===== config.mk =====
export PLATFORM = sky130hd
export DESIGN_NAME = opb_gpio_irq
export DESIGN_NICKNAME = d
export VERILOG_FILES = /design/src/rtl/opb_gpio_pkg.sv /design/src/rtl/gpio_debounce.sv /design/src/rtl/opb_gpio_irq.sv
export SDC_FILE = /design/constraint.sdc
export NUM_CORES = 1
export LEC_CHECK = 0
export BUFFER_PORTS_ARGS = -buffer_cell sky130_fd_sc_hd__clkbuf_2
export CORE_ASPECT_RATIO = 1.1
export CORE_MARGIN = 2
export CORE_UTILIZATION = 45
export DETAILED_ROUTE_END_ITERATION = 16
export GPL_TIMING_DRIVEN = 0
export PLACE_DENSITY = 0.66
export SYNTH_ARGS = -nofsm -noshare
export SYNTH_HDL_FRONTEND = slang
export SYNTH_HIERARCHICAL = 1
export SYNTH_SLANG_ARGS = --single-unit

===== constraint.sdc =====
create_clock -name OPB_CLK -period 11.57 [get_ports OPB_CLK]
set_clock_uncertainty 0.05 [all_clocks]
set_input_delay 0.5785 -clock OPB_CLK [delete_from_list [all_inputs] [get_ports OPB_CLK]]
set_output_delay 0.5785 -clock OPB_CLK [all_outputs]
set_load 0.005 [all_outputs]

===== src/rtl/opb_gpio_pkg.sv =====
// Shared constants for the OPB GPIO block with edge interrupts:
// register addresses decoded from OPB_ADDR[3:0] and parameter defaults.
package opb_gpio_pkg;

  localparam int DEF_N_IN      = 32;
  localparam int DEF_N_OUT     = 32;
  localparam int DEF_DB_CYCLES = 16;

  localparam logic [3:0] ADDR_IN       = 4'h0;
  localparam logic [3:0] ADDR_OUT      = 4'h1;
  localparam logic [3:0] ADDR_OUT_SET  = 4'h2;
  localparam logic [3:0] ADDR_OUT_CLR  = 4'h3;
  localparam logic [3:0] ADDR_RISE_EN  = 4'h4;
  localparam logic [3:0] ADDR_FALL_EN  = 4'h5;
  localparam logic [3:0] ADDR_IRQ_STAT = 4'h6;
  localparam logic [3:0] ADDR_IRQ_MASK = 4'h7;

endpackage


===== src/rtl/gpio_debounce.sv =====
// Single-bit debounce filter. The held value flips only after the input
// has disagreed with it for DB_CYCLES consecutive edges; any agreeing
// edge restarts the count. q is the value the filter will hold after the
// coming edge, so the parent registers q and can detect the edge of the
// filtered signal on the very edge it changes.
module gpio_debounce
  import opb_gpio_pkg::*;
#(
  parameter int DB_CYCLES = DEF_DB_CYCLES
) (
  input  logic clk,
  input  logic rst,
  input  logic d,
  output logic q
);
  localparam int CNT_W = $clog2(DB_CYCLES + 1);
  localparam logic [CNT_W-1:0] CNT_LAST = CNT_W'(DB_CYCLES - 1);

  logic             state_reg;
  logic             state_next;
  logic [CNT_W-1:0] cnt_reg;
  logic [CNT_W-1:0] cnt_next;

  // Count consecutive disagreeing edges; flip the held value on the last one.
  always_comb begin
    state_next = state_reg;
    cnt_next   = '0;
    if (d != state_reg) begin
      if (cnt_reg == CNT_LAST) begin
        state_next = d;
      end else begin
        cnt_next = cnt_reg + 1'b1;
      end
    end
  end

  // Filter state; reset discards any partial count.
  always_ff @(posedge clk or posedge rst) begin
    if (rst) begin
      state_reg <= 1'b0;
      cnt_reg   <= '0;
    end else begin
      state_reg <= state_next;
      cnt_reg   <= cnt_next;
    end
  end

  assign q = state_next;

endmodule


===== src/rtl/opb_gpio_irq.sv =====
// OPB GPIO peripheral with synchronised inputs, optional debounce and
// per-bit rise/fall edge interrupts.
// Build option: define OPB_GPIO_DEBOUNCE_EN to insert a gpio_debounce
// filter per input; otherwise the filtered value follows the synchroniser.
module opb_gpio_irq
  import opb_gpio_pkg::*;
#(
  parameter int N_IN      = DEF_N_IN,
  parameter int N_OUT     = DEF_N_OUT,
  parameter int DB_CYCLES = DEF_DB_CYCLES
) (
  input  logic             OPB_CLK,
  input  logic             OPB_RST,
  input  logic [31:0]      OPB_DI,
  output logic [31:0]      OPB_DO,
  input  logic [31:0]      OPB_ADDR,
  input  logic             GPIO_RE,
  input  logic             GPIO_WE,
  input  logic [N_IN-1:0]  GPIO_I,
  output logic [N_OUT-1:0] GPIO_O,
  output logic             GPIO_IRQ
);
  logic [3:0]       addr;
  logic [N_IN-1:0]  s1_reg, s2_reg, f_reg, f_next;
  logic [N_IN-1:0]  rise_en_reg, fall_en_reg, mask_reg;
  logic [N_IN-1:0]  stat_reg, stat_next, stat_clr;
  logic [N_IN-1:0]  rise, fall, wdata_in;
  logic [N_OUT-1:0] out_reg, out_next, wdata_out;
  logic [31:0]      rdata;
  logic [31:0]      do_reg;
  logic             irq_reg;
  logic             unused_bits;

  assign addr        = OPB_ADDR[3:0];
  assign wdata_in    = OPB_DI[N_IN-1:0];
  assign wdata_out   = OPB_DI[N_OUT-1:0];
  assign unused_bits = ^{OPB_ADDR[31:4], OPB_DI};

`ifdef OPB_GPIO_DEBOUNCE_EN
  for (genvar gi = 0; gi < N_IN; gi++) begin : g_debounce
    gpio_debounce #(
      .DB_CYCLES(DB_CYCLES)
    ) u_debounce (
      .clk(OPB_CLK),
      .rst(OPB_RST),
      .d  (s2_reg[gi]),
      .q  (f_next[gi])
    );
  end
`else
  logic [31:0] unused_db;
  assign unused_db = 32'(DB_CYCLES);
  assign f_next    = s2_reg;
`endif

  // Two-flop synchroniser followed by the filtered-value register.
  always_ff @(posedge OPB_CLK or posedge OPB_RST) begin
    if (OPB_RST) begin
      s1_reg <= '0;
      s2_reg <= '0;
      f_reg  <= '0;
    end else begin
      s1_reg <= GPIO_I;
      s2_reg <= s1_reg;
      f_reg  <= f_next;
    end
  end

  // Edge events on the edge where the filtered value changes.
  assign rise = ~f_reg & f_next;
  assign fall = f_reg & ~f_next;

  // Next OUT value from replace / set / clear writes.
  always_comb begin
    out_next = out_reg;
    if (GPIO_WE) begin
      case (addr)
        ADDR_OUT:     out_next = wdata_out;
        ADDR_OUT_SET: out_next = out_reg | wdata_out;
        ADDR_OUT_CLR: out_next = out_reg & ~wdata_out;
        default:      out_next = out_reg;
      endcase
    end
  end

  // A W1C clear loses to an event arriving on the same edge.
  assign stat_clr  = (GPIO_WE && (addr == ADDR_IRQ_STAT)) ? wdata_in : '0;
  assign stat_next = (stat_reg & ~stat_clr) | (rise & rise_en_reg) | (fall & fall_en_reg);

  // Software-visible configuration registers.
  always_ff @(posedge OPB_CLK or posedge OPB_RST) begin
    if (OPB_RST) begin
      out_reg     <= '0;
      rise_en_reg <= '0;
      fall_en_reg <= '0;
      mask_reg    <= '0;
    end else begin
      out_reg <= out_next;
      if (GPIO_WE) begin
        case (addr)
          ADDR_RISE_EN:  rise_en_reg <= wdata_in;
          ADDR_FALL_EN:  fall_en_reg <= wdata_in;
          ADDR_IRQ_MASK: mask_reg    <= wdata_in;
          default:       ;
        endcase
      end
    end
  end

  // Interrupt status and the registered interrupt line one edge behind it.
  always_ff @(posedge OPB_CLK or posedge OPB_RST) begin
    if (OPB_RST) begin
      stat_reg <= '0;
      irq_reg  <= 1'b0;
    end else begin
      stat_reg <= stat_next;
      irq_reg  <= |(stat_reg & mask_reg);
    end
  end

  // Read multiplexer; write-only and unmapped addresses return zero.
  always_comb begin
    rdata = '0;
    case (addr)
      ADDR_IN:       rdata = 32'(f_reg);
      ADDR_OUT:      rdata = 32'(out_reg);
      ADDR_RISE_EN:  rdata = 32'(rise_en_reg);
      ADDR_FALL_EN:  rdata = 32'(fall_en_reg);
      ADDR_IRQ_STAT: rdata = 32'(stat_reg);
      ADDR_IRQ_MASK: rdata = 32'(mask_reg);
      default:       rdata = '0;
    endcase
  end

  // Registered read data, zero whenever no read strobe is present.
  always_ff @(posedge OPB_CLK or posedge OPB_RST) begin
    if (OPB_RST) begin
      do_reg <= '0;
    end else begin
      do_reg <= GPIO_RE ? rdata : 32'h0;
    end
  end

  assign OPB_DO   = do_reg;
  assign GPIO_O   = out_reg;
  assign GPIO_IRQ = irq_reg;

endmodule


Word level (Yosys, flattened, before mapping)

Cells that the tools add are included.

Flip-flop bits (word level): 289
Input port bits: 100
Output and inout bits: 65
Logic and storage cells: 43

Equal/unequal tests: 7
Multiplexer cells: 4
Bitwise operators: 14
Reduce and logical (&&, ||, !) cells: 8

Operators by type and width:

| cell                                           | number |
|---|---|
| bitwise AND 32 bit                             | 7 |
| one-hot mux 32 bit (6 select lines)            | 1 |
| NOT 32 bit                                     | 4 |
| OR 32 bit                                      | 3 |
| one-hot mux 32 bit (3 select lines)            | 1 |
| two-way mux 32 bit                             | 2 |
| OR reduction 32 bit                            | 1 |
| == test 4 x 3 -> 1 bit (second input constant) | 4 |
| == test 4 x 2 -> 1 bit (second input constant) | 2 |
| AND reduction 2 bit                            | 4 |
| == test 4 x 1 -> 1 bit (second input constant) | 1 |
| zero test 4 bit                                | 1 |
| nonzero test 3 bit                             | 1 |
| logical AND 1 bit                              | 1 |

Depth between registers and ports, before layout

Depth in word-level cells: 7
Mapped depth: 6
Gate-level depth less buffers: 3

Worst setup path before layout

OpenSTA, ideal clock, no wires.

Path type: input to register
Start: in OPB_ADDR[3]
End: reg fall_en_reg[0]
Library setup time: 125 ps
Arrival time: 1,738 ps
Required time: 11,395 ps
Setup slack: 9,657 ps
Stages: 5
Buffers on the path: 2
Path through: buf_2 > nand3b_1 > nor3b_2 > buf_4 > mux2_2

Word-level cells in the longest chain between the ends: 2

RTL lines:

| what                                 | line                | RTL |
|---|---|---|
| start, declared                      | opb_gpio_irq.sv:16  | `input logic [31:0] OPB_ADDR,` |
| == test 4 x 3 -> 1 bit               | opb_gpio_irq.sv:100 | `case (addr)` |
| AND reduction 2 bit (no source line) | -                   |  |
| end signal, assigned                 | opb_gpio_irq.sv:102 | `ADDR_FALL_EN: fall_en_reg <= wdata_in;` |
| end, declared                        | opb_gpio_irq.sv:25  | `logic [N_IN-1:0] rise_en_reg, fall_en_reg, mask_reg;` |

Every way passes these cells.
A chain may end at the register's enable or synchronous reset.

Final worst setup path

Start: in OPB_ADDR[1]
End: reg do_reg[16] (netlist: OPB_DO[16])

Word-level cells in the longest chain between the ends: 3
Elaborated cells on any way between the ends: 8
Classes of those cells: eq/ne (5); mux (2); reduce/logical (1)

RTL lines:

| what                                           | line                | RTL |
|---|---|---|
| == test 4 x 3 -> 1 bit (tied with other cells) | opb_gpio_irq.sv:124 | `case (addr)` |
| one-hot mux 32 bit (6 select lines) *          | opb_gpio_irq.sv:124 |  |
| two-way mux 32 bit *                           | opb_gpio_irq.sv:140 | `do_reg <= GPIO_RE ? rdata : 32'h0;` |
| end signal, assigned                           | opb_gpio_irq.sv:140 |  |
| end, declared                                  | opb_gpio_irq.sv:30  | `logic [31:0] do_reg;` |

Every way passes the cells marked *; elsewhere a longest branch is shown, timed or not.

==> results.cfg <==
[critical_path]
startpoint_type = primary input
critPathMaxStageDelay_ns = 0.37
crit_fanout = 10
worstPathArrival_ns = 2.29
path_class = primary input to register
cp.required_ns = 11.95
r2r_slack_ns = 9.87
path_delay_family = buffers and inverters
cp-end-kind = register
cp_num_buf_inv = 4
slowest_stage = buf_2
crit_top_cell = buf_2
worstPathCellList = clkbuf_2 -> buf_4 -> nor4bb_1 -> buf_2 -> buf_2 -> a22oi_1 -> a21oi_1

[run_status]
outcome = finished clean

[global_routing]
grt_pass1_wl_mm = 48.9
gr-total-overflow = 0
grt_max_degree = 123
antenna_found_initial = 0
first_global_vias = 8136
grt_usage_pct = 22.9

[power]
powerDensity_nw_per_um2 = 183
power_frac_seq_pct = 49.0
p_int_mw = 1.91
switching_power_mw = 0.662
power_frac_comb_pct = 12.7
swShare_pct = 25.8
clock_power_share_pct = 38.3
totalPowerFinal_mw = 2.57
p_leak_nw = 6.33
peakVddDrop_mv = 0.0995

[routing]
post_drt_wl_per_cell_um = 22.4
dr.pass1.iters = 6
drt_iter0_markers = 643
via_count = 8078
vias_per_cell = 5.71
drc = 0
ant_nets = 0
wirelength_mm = 31.7

[yosys]
synth_mux_area_share_pct = 15.5
syn_inst = 871
ys.warnings.count = 6
synthXorXnorAreaFrac_pct = 0.0738
synth-compound-area-share_pct = 14.4
synth.ff_latch_count = 289
synth.area.top_cells = dfrtp_1 61%, mux2_2 6.0%, mux2i_1 5.4%
synthSimpleGateAreaFrac_pct = 5.91
ys_seq_area_share_pct = 61.0
yosysTopAreaCell = dfrtp_1
avgSynthCellArea_sq_um = 13.6
synth_top_area_share_pct = 61.0
synth.distinct_cells = 34
syn-num-nets = 971
syn_area_sq_um = 11900
synth_top_family_by_area = multiplexers
synthAdderAreaFrac_pct = 0

[clock_network]
cts-root-buf = clkbuf_16
htree_num_levels = 1
cts_tree = built
post-cts-setup-buffer-count = 0
cts-buffers-inserted = 31
cts_buffer_depth = 3
ctsHoldBuffers = 0
clock-sinks = 289
postCtsResizedCells = 0
clk-insertion-delay-late_ns = 0.56
clk_pin_slew_ns = 0.06

[finish]
layout_common_cells = 289 x dfrtp_1, 133 x clkbuf_2, 64 x mux2i_1, 63 x mux2_2, 48 x a22oi_1
drive_above_1_share_pct = 30.3
nets = 1139
diodes = 0
fill_cells = 2236
area_delta_synth_final_pct = 18.4
final_common_cell = dfrtp_1
stdcell_area_sq_um = 14000

[placed_design]
placed_area_sq_um = 13000
dp_hpwl_mm = 20.8
routabilityCongestion = 0.862
io_buffers = 133

[run]
max-cap-violations = 0

[sta]
drv_slew = 0
finalSetupViolCount = 0
hold_violations = 0
fmax_mhz = 523
rsz0062_at_grt = false
slew_headroom_pct = 43.6
fin_tns_setup_ns = 0
worst_pin_slew_ns = 0.845
period_share_pct = 16.5
min_period_ns = 1.91

[floorplanning]
fp.coreArea_sq_um = 26000
fp.dieH_um = 174
std_cell_rows = 62
pin_count = 165
die_area_sq_um = 27700
start_util_pct = 45.6
fp.dieW_um = 159

[hold_path]
hp-class = primary input to asynchronous set/reset pin
-- through the flow --
| stage | utilization [%] | worst slack [ns] | hold slack (ns) | instances |
|---|---|---|---|---|
| floorplan | - | 2.96 | 0.281 | 871 |
| global placement | 49.9 | -0.0727 | 0.282 | 1356 |
| detailed placement | 50.1 | 9.18 | 0.285 | 1358 |
| CTS | 54.0 | 9.70 | 0.0384 | 1414 |
| global route | 54.0 | 9.52 | 0.0534 | 1414 |
| finish | 54.0 | 9.66 | 0.0119 | 1414 |
-- layer usage --
layer | routed length [um] | track usage, % | share of wire [%] | up-vias
li1 | - | - | - | 3584
met1 | 13500 | 31.9 | 43 | 4135
met2 | 15200 | 36.8 | 48 | 298
met3 | 2090 | 3.77 | 6.6 | 61
met4 | 948 | 7.80 | 3.0 | 0
met5 | 0 | 0 | 0 | -
-- power groups by stage --
| stage | combinational, mW | sequential (mW) | clock (mW) |
|---|---|---|---|
| after floorplan | 0.225 | 1.24 | 0 |
| after global placement | 0.315 | 1.27 | 0 |
| after detailed placement | 0.326 | 1.27 | 0 |
| after CTS | 0.328 | 1.25 | 0.998 |
| after global routing | 0.356 | 1.27 | 1.05 |
| final | 0.326 | 1.26 | 0.984 |
-- path summary, 6_finish.rpt --
path | depth (start not counted) | start | end
max in group asynchronous | 4 | OPB_RST | f_next[15]$_DFF_PP0_
worst min-delay path | 2 | OPB_RST | OPB_DO[1]$_DFF_PP0_
worst max-delay path | 7 | OPB_ADDR[1] | OPB_DO[16]$_DFF_PP0_
worst max register to register | 3 | stat_reg[5]$_DFF_PP0_ | GPIO_IRQ$_DFF_PP0_
min in group OPB_CLK | 1 | GPIO_I[3] | s1_reg[3]$_DFF_PP0_
worst min register to register | 0 | s1_reg[10]$_DFF_PP0_ | f_next[10]$_DFF_PP0_
-- cell type report --
class / instances / area, sq um / share of cell area [%]
flip-flops and latches: 289 / 7230 / 51.5
clock inverters: 13 / 153 / 1.09
clock buffers: 43 / 861 / 6.13
multi-input cells: 519 / 4260 / 30.3
inverters: 1 / 11.3 / 0.0802
well taps: 352 / 440 / 3.14
plain buffers: 62 / 369 / 2.63
repair buffers: 135 / 721 / 5.13
-- cells by family (layout without fill, tap and decap cells) --
family,after synthesis,count (layout)
and+or+nand+nor,119,119
DFF,289,289
muxes,160,160
AOI/OAI and AO/OA,239,239
buffers and inverters,63,254
xor gates and xnor gates,1,1
-- Yosys cell counts --
cell type,n
nor3b_2,1
dfrtp_1,289
a22o_1,32
mux2_1,3
buf_2,22
or2_1,2
or3_1,2
clkbuf_1,16
mux2i_1,64
a21oi_1,32
buf_6,9
o21ai_0,32
a21o_1,32
o211ai_1,31
nand2_2,1
nand2_1,32
nand4_1,4
o22a_1,32
nand3_1,33
buf_1,4
nand3b_1,34
mux2_2,63
mux2_4,30
or3b_1,3
or4_1,1
nor4bb_1,1
xor2_1,1
and2_1,1
buf_4,11
and4b_1,1
a22oi_1,48
nor3b_4,1
nand2b_1,2
inv_1,1
Power figures use the tool's default switching activity.
